`config.mk`:
```
export PLATFORM = sky130hd
export DESIGN_NAME = aes_round_ctrl
export DESIGN_NICKNAME = d
export VERILOG_FILES = /design/src/rtl/aes_const.sv /design/src/rtl/aes_wire.sv /design/src/rtl/aes_add_round_key.sv /design/src/rtl/aes_round_fn.sv /design/src/rtl/aes_round_ctrl.sv
export SDC_FILE = /design/constraint.sdc
export NUM_CORES = 1
export LEC_CHECK = 0
export ABC_AREA = 1
export ABC_CLOCK_PERIOD_IN_PS = 3190
export CAP_MARGIN = 0
export CORE_AREA = 2 2 653 655
export DETAILED_ROUTE_END_ITERATION = 10
export DIE_AREA = 0 0 655 657
export GPL_ROUTABILITY_DRIVEN = 0
export PLACE_DENSITY = 0.3
export RECOVER_POWER = 100
export SLEW_MARGIN = 10
export SYNTH_ARGS = -nofsm -noshare
export SYNTH_HDL_FRONTEND = slang
export SYNTH_SLANG_ARGS = --single-unit
```
`constraint.sdc`:
```
create_clock -name clk -period 3.19 [get_ports clk]
set_clock_uncertainty 0.05 [all_clocks]
set_input_delay 0.638 -clock clk [delete_from_list [all_inputs] [get_ports clk]]
set_output_delay 0.638 -clock clk [all_outputs]
set_load 0.05 [all_outputs]
```
`src/rtl/aes_const.sv`:
```
// AES geometry constants shared by the cipher datapath and key schedule.
package aes_const;

  localparam int unsigned Nb = 4;
  localparam int unsigned Nr = 10;
  localparam int unsigned Nk = 4;

endpackage

```
`src/rtl/aes_wire.sv`:
```
// Shared AES controller types and the forward S-box.
package aes_wire;

  typedef enum logic [1:0] {
    IDLE = 2'd0,
    RUN  = 2'd1,
    DONE = 2'd2
  } fsm_t;

  // Forward S-box, entry 0 in the most significant byte
  localparam logic [2047:0] SBOX_TBL = {
    128'h637c777bf26b6fc53001672bfed7ab76,
    128'hca82c97dfa5947f0add4a2af9ca472c0,
    128'hb7fd9326363ff7cc34a5e5f171d83115,
    128'h04c723c31896059a071280e2eb27b275,
    128'h09832c1a1b6e5aa0523bd6b329e32f84,
    128'h53d100ed20fcb15b6acbbe394a4c58cf,
    128'hd0efaafb434d338545f9027f503c9fa8,
    128'h51a3408f929d38f5bcb6da2110fff3d2,
    128'hcd0c13ec5f974417c4a77e3d645d1973,
    128'h60814fdc222a908846eeb814de5e0bdb,
    128'he0323a0a4906245cc2d3ac629195e479,
    128'he7c8376d8dd54ea96c56f4ea657aae08,
    128'hba78252e1ca6b4c6e8dd741f4bbd8b8a,
    128'h703eb5664803f60e613557b986c11d9e,
    128'he1f8981169d98e949b1e87e9ce5528df,
    128'h8ca1890dbfe6426841992d0fb054bb16
  };

  function automatic logic [7:0] sbox(input logic [7:0] b);
    return SBOX_TBL[11'(2047 - 8 * int'(b)) -: 8];
  endfunction

endpackage

```
`src/rtl/aes_add_round_key.sv`:
```
// Add-round-key: column j of the state is XORed with round-key word j.
module aes_add_round_key
  import aes_const::*;
(
  input  logic [127:0] st,
  input  logic [31:0]  rk [Nb],
  output logic [127:0] st_out
);

  localparam int unsigned JW = (Nb > 1) ? $clog2(Nb) : 1;

  // Word j covers state bytes 4j..4j+3, row 0 in the top byte
  always_comb begin
    st_out = st;
    for (int j = 0; j < int'(Nb); j++) begin
      st_out[7'(127 - 32 * j) -: 32] = st[7'(127 - 32 * j) -: 32] ^ rk[JW'(j)];
    end
  end

endmodule

```
`src/rtl/aes_round_fn.sv`:
```
// One AES encryption round: SubBytes, ShiftRows, MixColumns (skipped when last), AddRoundKey.
module aes_round_fn
  import aes_const::*;
  import aes_wire::*;
(
  input  logic [127:0] st,
  input  logic [31:0]  rk [Nb],
  input  logic         last,
  output logic [127:0] st_out
);

  logic [7:0]   sb_b [16];
  logic [7:0]   sr_b [16];
  logic [7:0]   mc_b [16];
  logic [127:0] mix_st;

  function automatic logic [7:0] xt(input logic [7:0] a);
    return {a[6:0], 1'b0} ^ (a[7] ? 8'h1b : 8'h00);
  endfunction

  // SubBytes, then ShiftRows: row r of column c comes from column (c+r) mod 4
  always_comb begin
    for (int k = 0; k < 16; k++) begin
      sb_b[4'(k)] = sbox(st[7'(127 - 8 * k) -: 8]);
    end
    for (int c = 0; c < 4; c++) begin
      for (int r = 0; r < 4; r++) begin
        sr_b[4'(4 * c + r)] = sb_b[4'(4 * ((c + r) % 4) + r)];
      end
    end
  end

  // MixColumns on each column; the final round passes ShiftRows output through
  always_comb begin
    for (int c = 0; c < 4; c++) begin
      mc_b[4'(4*c)]   = xt(sr_b[4'(4*c)]) ^ xt(sr_b[4'(4*c+1)]) ^ sr_b[4'(4*c+1)]
                      ^ sr_b[4'(4*c+2)] ^ sr_b[4'(4*c+3)];
      mc_b[4'(4*c+1)] = sr_b[4'(4*c)] ^ xt(sr_b[4'(4*c+1)]) ^ xt(sr_b[4'(4*c+2)])
                      ^ sr_b[4'(4*c+2)] ^ sr_b[4'(4*c+3)];
      mc_b[4'(4*c+2)] = sr_b[4'(4*c)] ^ sr_b[4'(4*c+1)] ^ xt(sr_b[4'(4*c+2)])
                      ^ xt(sr_b[4'(4*c+3)]) ^ sr_b[4'(4*c+3)];
      mc_b[4'(4*c+3)] = xt(sr_b[4'(4*c)]) ^ sr_b[4'(4*c)] ^ sr_b[4'(4*c+1)]
                      ^ sr_b[4'(4*c+2)] ^ xt(sr_b[4'(4*c+3)]);
    end
    mix_st = '0;
    for (int k = 0; k < 16; k++) begin
      mix_st[7'(127 - 8 * k) -: 8] = last ? sr_b[4'(k)] : mc_b[4'(k)];
    end
  end

  aes_add_round_key u_ark (
    .st     (mix_st),
    .rk     (rk),
    .st_out (st_out)
  );

endmodule

```
`src/rtl/aes_round_ctrl.sv`:
```
// Iterative AES encryption controller: one round per clock, valid/ready in and out.
module aes_round_ctrl
  import aes_const::*;
  import aes_wire::*;
#(
  parameter int unsigned Nr = aes_const::Nr
) (
  input  logic          clk,
  input  logic          rst,
  input  logic          kexp_valid,
  input  logic [31:0]   KExp [Nb*(Nr+1)],
  input  logic          in_valid,
  output logic          in_ready,
  input  logic [127:0]  in_data,
  output logic          out_valid,
  input  logic          out_ready,
  output logic [127:0]  out_data,
  output logic [3:0]    round_idx,
  output logic          busy
);

  localparam int unsigned NW = Nb * (Nr + 1);
  localparam int unsigned IW = $clog2(NW);
  localparam int unsigned JW = (Nb > 1) ? $clog2(Nb) : 1;

  fsm_t         fsm_q, fsm_d;
  logic [3:0]   rnd_q, rnd_d;
  logic [127:0] st_q, st_d;
  logic         ov_q, ov_d;

  logic [31:0]  rk0 [Nb];
  logic [31:0]  rkr [Nb];
  logic [127:0] ark0_out;
  logic [127:0] rf_out;
  logic         last;

  assign last      = (rnd_q == 4'(Nr));
  assign in_ready  = (fsm_q == IDLE) && kexp_valid && !rst;
  assign busy      = (fsm_q != IDLE);
  assign out_valid = ov_q;
  assign out_data  = st_q;
  assign round_idx = rnd_q;

  // Round-0 key for the whitening step and the key for the current round
  always_comb begin
    for (int j = 0; j < int'(Nb); j++) begin
      rk0[JW'(j)] = KExp[IW'(j)];
      rkr[JW'(j)] = KExp[IW'(int'(rnd_q) * int'(Nb) + j)];
    end
  end

  aes_add_round_key u_ark0 (
    .st     (in_data),
    .rk     (rk0),
    .st_out (ark0_out)
  );

  aes_round_fn u_round (
    .st     (st_q),
    .rk     (rkr),
    .last   (last),
    .st_out (rf_out)
  );

  // Controller state and datapath registers
  always_ff @(posedge clk or posedge rst) begin
    if (rst) begin
      fsm_q <= IDLE;
      rnd_q <= '0;
      st_q  <= '0;
      ov_q  <= 1'b0;
    end else begin
      fsm_q <= fsm_d;
      rnd_q <= rnd_d;
      st_q  <= st_d;
      ov_q  <= ov_d;
    end
  end

  // Next-state: accept, iterate rounds, hold ciphertext until consumed
  always_comb begin
    fsm_d = fsm_q;
    rnd_d = rnd_q;
    st_d  = st_q;
    ov_d  = ov_q;
    case (fsm_q)
      IDLE: begin
        if (in_valid && in_ready) begin
          st_d  = ark0_out;
          rnd_d = 4'd1;
          fsm_d = RUN;
        end
      end
      RUN: begin
        st_d = rf_out;
        if (last) begin
          fsm_d = DONE;
          ov_d  = 1'b1;
        end else begin
          rnd_d = rnd_q + 4'd1;
        end
      end
      DONE: begin
        if (ov_q && out_ready) begin
          ov_d  = 1'b0;
          rnd_d = '0;
          fsm_d = IDLE;
        end
      end
      default: fsm_d = IDLE;
    endcase
  end

endmodule
```
=== Yosys cells after proc, flatten, opt, wreduce, memory -nomap -nowiden ===
Cells that the tools add are included.
W data, S select, Z words.

* Equal/unequal tests: 7
* Reduce and logical (&&, ||, !) cells: 14
* $add $sub $neg: 1
* Multiplexer cells: 13

{| class="wikitable"
|+ Operators with widths
! kind !! number
|-
| $pmux W128 S2 || 1
|-
| $mux W128 || 1
|-
| $mux W4 || 3
|-
| $pmux W4 S3 || 1
|-
| $mux W2 || 3
|-
| $ne A2 B2 Y1 const B || 3
|-
| $pmux W2 S3 || 1
|-
| $reduce_and A3 Y1 || 2
|-
| $reduce_bool A2 Y1 || 3
|-
| $add A4 B1 Y4 const B || 1
|-
| $eq A4 B4 Y1 const B || 1
|-
| $logic_and A1 B1 Y1 || 4
|-
| $reduce_and A4 Y1 || 1
|-
| $reduce_bool A3 Y1 || 1
|-
| $eq A2 B1 Y1 const B || 1
|-
| $eq A2 B2 Y1 const B || 1
|-
| $logic_not A2 Y1 || 1
|-
| $mux W1 || 2
|-
| $ne A2 B1 Y1 const B || 1
|-
| $pmux W1 S2 || 1
|-
| $reduce_and A2 Y1 || 1
|-
| $logic_not A1 Y1 || 1
|}

* Output and inout port bits: 135
* Register bits after elaboration: 135
* Bits of input ports: 1541
* Logic and storage cells: 39

=== Longest topological paths before layout ===
Gate-level depths: netlist of the first run.

* Depth in word-level cells: 6
* Depth in mapped cells: 10
* Gate-level depth less buffers: 9

=== By module ===
From an unflattened synthesis of the first run, not the netlist that was laid out.

* Cells, all modules: 3108
* Area total of the unflattened synthesis: 16701.0 um2

{| class="wikitable"
|+ By module, submodules not included
! module !! sequential area each (um2) !! instances !! area an instance (um2) !! cells each
|-
| aes_round_ctrl || 3378.2 || 1 || 14767.9 || 2849
|-
| aes_add_round_key || 0.0 || 2 || 964.7 || 129
|-
| aes_round_fn || 0.0 || 1 || 3.8 || 1
|}

=== Worst setup path before layout of the first run ===
Ideal clock, no wire load.

* Kind: input-to-reg
* Start point: in rst
* End point: reg st_q[119], in the netlist out_data[119]
* Arrival: 3059 ps
* Setup time: 121 ps
* Slack: -40 ps
* Stages on the path: 5
* Buffers on the path: 1
* Data required time: 3019 ps
* Cells stage by stage: inv_1 > nand4_4 > o21ai_2 > buf_2 > o21ai_1

* Cells in the longest elaborated chain, start to end: 5

{| class="wikitable"
|+ Ends and longest elaborated chain
! item !! line !! RTL
|-
| start: declaration || aes_round_ctrl.sv:9 || <nowiki>input logic rst,</nowiki>
|-
| $logic_not A1 Y1 (no source line) || -- ||
|-
| $logic_and A1 B1 Y1 || aes_round_ctrl.sv:38 || <nowiki>assign in_ready = (fsm_q == IDLE) && kexp_valid && !rst;</nowiki>
|-
| $logic_and A1 B1 Y1 || aes_round_ctrl.sv:88 || <nowiki>if (in_valid && in_ready) begin</nowiki>
|-
| $ne A2 B1 Y1 (no source line) || -- ||
|-
| $reduce_and A2 Y1 (no source line) || -- ||
|-
| end signal: assignment || aes_round_ctrl.sv:75 || <nowiki>st_q <= st_d;</nowiki>
|-
| end: declaration || aes_round_ctrl.sv:28 || <nowiki>logic [127:0] st_q, st_d;</nowiki>
|}

No other way between the ends.
A chain may end at the register's enable or synchronous reset.

=== Worst setup path after layout of the first run ===
* Start point: reg fsm_q[0]
* End point: out busy

* Cells in the longest elaborated chain, start to end: 1

{| class="wikitable"
|+ Ends and longest elaborated chain
! item !! line !! RTL
|-
| start: declaration || aes_round_ctrl.sv:26 || <nowiki>fsm_t fsm_q, fsm_d;</nowiki>
|-
| start signal: assignment || aes_round_ctrl.sv:73 || <nowiki>fsm_q <= fsm_d;</nowiki>
|-
| $reduce_bool A2 Y1 || aes_round_ctrl.sv:39 || <nowiki>assign busy = (fsm_q != IDLE);</nowiki>
|-
| end: declaration || aes_round_ctrl.sv:19 || <nowiki>output logic busy</nowiki>
|}

No other way between the ends.

==> out/results.tsv, run 1 <==
stage	metric	value	unit
run_status	status	finished clean	
synth	synth.cell_area	0.00352	mm^2
layout	fill_cells	50600	
cts	cts_tree	yes	
synth	synth_area_per_cell	8.71	um^2
layout	area_delta_synth_final	240	%
drt	vias_per_cell	0.453	
cts	htreeDepth	3	
synth	ys_top_cells_by_area	dfrtp_1, buf_4, nand2_1	
synth	yosysSeqAreaShare	50.5	%
drt	drtPass1Iterations	4	
setup_path	reg2reg_from	fsm_q[0]	
place	dp_cells	6196	
cts	cts_resized	0	
drt	drtIter0Drc	94	
setup_path	required	2.50	ns
setup_path	slowest_delay	0.91	ns
drt	drt_wl_total	13500	um
setup_path	cp-startpoint	fsm_q[0]	
setup_path	cp.buffers_inverters	3	
setup_path	crit_arrival	2.20	ns
cts	clock_latency	0.40	ns
layout	multi_input_area	0.00111	mm^2
drt	drc	0	
synth	yosys.area.top_type	dfrtp_1	
layout	seqCellArea	0.00178	mm^2
synth	synth-edff-count	0	
synth	ys_seq_elements	71	
layout	nNetsFinal	2091	
min_path	hold_path.class	register to register	
cts	clockBufferDepth	2	
synth	yosys_warnings	0	
setup_path	crit_chain	inv_1 -> ha_1 -> inv_1 -> dlygate4sd3_1	
die	ios	1676	
grt	grt_max_degree	65	
drt	antenna_left	0	
synth	synth_cell_type_count	19	
sta	layout_min_cycle_time	2.89	ns
cts	cts_hold_buf	0	
layout	fin_cells	6213	
synth	syn_inst	404	
die	row_count	239	
setup_path	crit_slowest_cell	dlygate4sd3_1	
min_path	hold_start	out_valid	
setup_path	critical_path_class	register to output port	
layout	drive_gt1_share	4.01	%
sta	slew_headroom	22.7	%
drt	vias	2814	
synth	synth_top_flop_cell	dfrtp_1	
sta	tightest_slew	1.16	ns
setup_path	end_kind	output port	
synth	async_flop_share	100	%
grt	antenna_found_initial	1	
grt	grt_pass1_wl	19400	um
die	initial_core_util	0.832	%
sta	fin_crit_sh	90.6	%
sta	hold_viol	0	
sta	max_freq	346	MHz
grt	overflow	0	
sta	hold_slack	0.472	ns
drt	wl_per_cell	2.18	um
cts	post_cts_buffers	0	
setup_path	critical-path-top-delay-family	buffers and inverters	
grt	track_usage	0.669	%
cts	clk_pin_slew	0.07	ns
synth	yosys.cell_count.top_type	nand2_1	
sta	fin_tns_setup	0	ns
synth	yosys-top-cells-count	nand2_1, inv_1, dfrtp_1	
cts	cts_root_buf	clkbuf_16	
die	die_w	655	um
setup_path	cpMostUsedCell	inv_1	
setup_path	start_kind	register	
flow_run	maxCapViolCount	0	
grt	first_global_vias	2849	
sta	setup_violations	0	
power_and_ir_drop	max-vdd-ir-drop	359	uV
power_and_ir_drop	powerDensity	462	mW/mm^2
place	dp_hpwl	10100	um
die	die_area	0.430	mm^2
place	io_buffer_count	139	
cts	numCtsBuffers	9	
synth	synth_top_area_share	50.5	%
power_and_ir_drop	power_leakage	2.47	nW
sta	drv_slew	0	
cts	cts_num_sinks	71	
sta	grt_setup_unrepaired	false	
setup_path	critPathMaxFanout	6	
die	die_y	657	um
die	coreArea	0.423	mm^2
==> layer usage <==
layer	global-route usage [%]	vias up	part of all wire [%]
met5	0	-	0.089
met1	0.618	1313	37
met4	0.506	2	4.0
li1	-	1380	-
met2	1.04	99	49
met3	0.451	20	9.8
==> worst reg2reg max path, cell delays in order (launching register included) <==
cell	delay [ns]
dfrtp_1	0.40
inv_1	0.11
ha_1	0.34
nand4_1	0.45
nor2_8	0.52
buf_12	0.25
nand2_1	0.18
o21ai_0	0.09
==> path summary, 6_finish.rpt <==
check,slack [ns],depth (start not counted),end
worst min register to register,0.47,2,out_valid
worst max register to register,0.71,7,out_data[118]
min in group asynchronous,1.09,3,out_data[121]
max in group asynchronous,0.68,4,out_data[70]
worst max-delay path,0.30,4,busy
worst min-delay path,0.47,2,out_valid
==> kinds of logic (layout without fill, tap and decap cells) <==
logic type | count (synthesis) | count (layout) | share of synthesized area, %
other | 1 | 65 | 0.107
adders and majority gates | 6 | 6 | 2.13
buffers and inverters | 152 | 234 | 24.6
xor gates and xnor gates | 1 | 1 | 0.249
AOI/OAI and AO/OA | 70 | 70 | 10.1
DFF | 71 | 71 | 50.5
and+or+nand+nor | 103 | 103 | 12.4
==> placed cells by master (no fill, tap or decap) <==
cell	n
clkbuf_2	1
o21ai_4	1
clkbuf_16	9
a21oi_1	2
clkbuf_4	1
inv_6	1
nand3_1	11
inv_1	74
dfrtp_1	71
nand4_1	2
buf_12	2
nand2_1	84
clkbuf_1	2
nor2_1	5
xnor2_1	1
dlygate4sd3_1	71
o21ai_0	67
nor2_8	1
conb_1	64
clkdlybuf4s50_1	67
clkinv_2	2
diode_2	1
clkinvlp_2	1
clkinv_4	3
ha_1	6
==> registers in the layout (all words and copies together) (netlist names) <==
| name | flops |
|---|---|
| out_data | 64 |
| out_valid | 1 |
| fsm_q | 2 |
| round_idx | 4 |
==> stage by stage <==
stage	total power, mW	util [%]	area [um^2]	setup WS [ns]
finish	5.53	2.83	12000	0.301
global route	5.90	2.83	12000	0.177
CTS	5.89	2.84	12000	0.265
detailed placement	4.71	2.77	11700	0.667
global placement	4.75	2.77	11700	0.695
floorplan	3.59	-	3760	0.586
==> power breakdown <==
part           switching, mW  internal (mW)  total (mW)
clock                  0.532          0.531        1.06
sequential             0.196           1.26        1.46
combinational           2.23          0.776        3.01
==> area by class of cell <==
| cell class | instances | share of cell area, % |
|---|---|---|
| Timing Repair Buffer | 143 | 12.0 |
| Clock inverter | 6 | 0.376 |
| Sequential cell | 71 | 14.8 |
| Clock buffer | 10 | 1.91 |
| Tap cell | 5663 | 59.2 |
| Inverter | 75 | 2.36 |
| Multi-Input combinational cell | 244 | 9.25 |
| Antenna cell | 1 | 0.0209 |
Power figures use the tool's default switching activity.
==> run 2, diff against run 1 <==
- PLACE_DENSITY: 0.3 -> default
- PLACE_DENSITY_LB_ADDON: default -> 0.15
==> run 2 against run 1 <==
Critical path depth unchanged; global-route usage increased by 0.17 points; sequential power about the same; final cell count unchanged; register-to-register slack got worse by 0.39 ns; worst hold slack about the same; via count increased by 0.57%; count of clock-buffer cells in the layout decreased by 1; worst setup slack got worse by 0.052 ns; die area unchanged.
==> out/results.tsv, run 2 (synthesized netlist as in run 1, its figures left out) <==
stage	metric	value	unit	change
run_status	status	finished clean		
cts	cts_num_sinks	71		unchanged
die	row_count	239		unchanged
cts	post_cts_buffers	0		unchanged
drt	vias_per_cell	0.455		+0.57%
grt	antenna_found_initial	3		+2
cts	cts_hold_buf	0		unchanged
setup_path	crit_chain	inv_1 -> ha_1 -> inv_1 -> dlygate4sd3_1		
layout	utilization	2.83	%	+0.0044 points
cts	clockBufferDepth	2		unchanged
layout	final_cell_mix	nand2_1, inv_1, dfrtp_1, dlygate4sd3_1, clkdlybuf4s50_1		
grt	first_global_vias	2849		unchanged
place	place_area	0.0117	mm^2	+0.17%
drt	vias	2830		+0.57%
setup_path	critPathMaxFanout	6		unchanged
sta	slew_headroom	7.06	%	-16 points
layout	fill_cells	50600		-0.030%
setup_path	r2r_slack	0.32	ns	-0.39 ns
setup_path	critical-path-top-delay-family	buffers and inverters		
layout	stdcell_area	0.0120	mm^2	+0.16%
setup_path	worstRegToRegCells	7		unchanged
grt	overflow	0		unchanged
die	ios	1676		unchanged
cts	cts_root_buf	clkbuf_16		
die	coreArea	0.423	mm^2	unchanged
setup_path	cp.depth	4		unchanged
grt	track_usage	0.837	%	+0.17 points
place	dp_hpwl	12700	um	+26%
layout	nNetsFinal	2092		+0.048%
drt	drc	0		unchanged
flow_run	maxCapViolCount	0		unchanged
setup_path	critical_path_class	register to output port		
sta	setup_violations	0		unchanged
setup_path	cp-startpoint	fsm_q[0]		
sta	drv_slew	0		unchanged
power_and_ir_drop	max-vdd-ir-drop	292	uV	-19%
min_path	whs_path_depth	2		unchanged
cts	clk_pin_slew	0.10	ns	+0.03 ns
sta	tightest_slew	1.39	ns	+0.234 ns
setup_path	crit_arrival	2.25	ns	+0.05 ns
sta	fin_tns_setup	0	ns	unchanged
place	io_buffer_count	139		unchanged
setup_path	start_kind	register		
min_path	hold_path.class	register to register		
setup_path	reg2reg_from	fsm_q[0]		
grt	use_met1	0.815	%	+0.20 points
cts	cts_tree	yes		
die	die_y	657	um	unchanged
place	dp_cells	6197		+0.016%
grt	busiest_layer	met2		
grt	grt_util_met2	1.36	%	+0.32 points
grt	grt_pass1_wl	23700	um	+23%
sta	grt_setup_unrepaired	false		
min_path	hold_start	out_data[90]		
layout	drive_gt1_share	4.36	%	+0.36 points
layout	area_delta_synth_final	241	%	
setup_path	slowest_delay	0.91	ns	about the same
die	initial_core_util	0.832	%	unchanged
grt	grt_max_degree	72		+11%
drt	antenna_left	0		unchanged
sta	fin_crit_sh	92.2	%	+1.6 points
cts	clock_latency	0.42	ns	+0.02 ns
power_and_ir_drop	power_leakage	2.48	nW	+0.54%
setup_path	cpMostUsedCell	inv_1		
die	die_area	0.430	mm^2	unchanged
setup_path	r2r_end	out_data[118]		
cts	cts_resized	0		unchanged
layout	final_common_cell	nand2_1		
min_path	min_to	out_data[90]		
sta	layout_min_cycle_time	2.94	ns	+0.0522 ns
setup_path	required	2.50	ns	about the same
layout	largest_register_ffs	64		unchanged
setup_path	crit_slowest_cell	dlygate4sd3_1		
setup_path	end_kind	output port		
place	place_worst_setup_slack	0.608	ns	-0.0591 ns
sta	max_freq	340	MHz	-1.8%
layout	antenna_cells	0		-1
setup_path	cp.buffers_inverters	3		unchanged
sta	finalWorstSetupSlack	0.249	ns	-0.0522 ns
cts	htreeDepth	3		unchanged
die	die_w	655	um	unchanged
power_and_ir_drop	powerDensity	483	mW/mm^2	+4.4%
grt	gr-usage-met3	0.523	%	+0.072 points
drt	drtPass1Iterations	4		unchanged
drt	drt_wl_total	17300	um	+28%
drt	drtIter0Drc	96		+2.1%
layout	fin_cells	6213		unchanged
drt	wl_per_cell	2.78	um	+28%
cts	numCtsBuffers	9		unchanged
sta	hold_viol	0		unchanged
run 2: changes by cell type in the layout (fill, tap and decap cells not counted), moves of 2 or more:
cell / delta
clkbuf_2: +2
clkinv_4: -2
o21ai_0: -3
o21ai_1: +3
run 2: worst min-delay path: stages (launching register included):
cell	delay, ns
dfrtp_1	0.38
inv_1	0.05
o21ai_1	0.06
run 2: final cells by class:
type	count	area, um^2	share of cell area, %
Tap cell	5663	7090	59.1
Sequential cell	71	1780	14.8
Timing Repair Buffer	144	1430	11.9
Multi-Input combinational cell	244	1110	9.24
Inverter	75	283	2.36
Clock buffer	9	225	1.88
Clock inverter	7	80.1	0.668
run 2: per-layer routing:
metal | vias up | share of wire [%]
met3 | 14 | 9.2
met1 | 1341 | 37
li1 | 1379 | -
met2 | 94 | 51
met4 | 2 | 2.5
met5 | - | 0.058
run 2: worst max-delay path by stage:
stage               slack [ns]             to
floorplan                 0.59  out_data[110]
global route              0.07   out_data[84]
CTS                       0.15           busy
global placement          0.64   out_data[65]
finish                    0.25           busy
detailed placement        0.61   out_data[65]
run 2: report_power, final:
| group | internal [mW] | switching [mW] | total [mW] |
|---|---|---|---|
| clock | 0.619 | 0.603 | 1.22 |
| combinational | 0.777 | 2.33 | 3.11 |
| sequential | 1.26 | 0.192 | 1.45 |
run 2: through the flow:
| step | hold slack (ns) | total power [mW] |
|---|---|---|
| after floorplan | 0.427 | 3.59 |
| after global placement | 0.465 | 4.90 |
| after detailed placement | 0.453 | 4.84 |
| after CTS | 0.481 | 6.21 |
| after global routing | 0.508 | 6.21 |
| final | 0.472 | 5.78 |
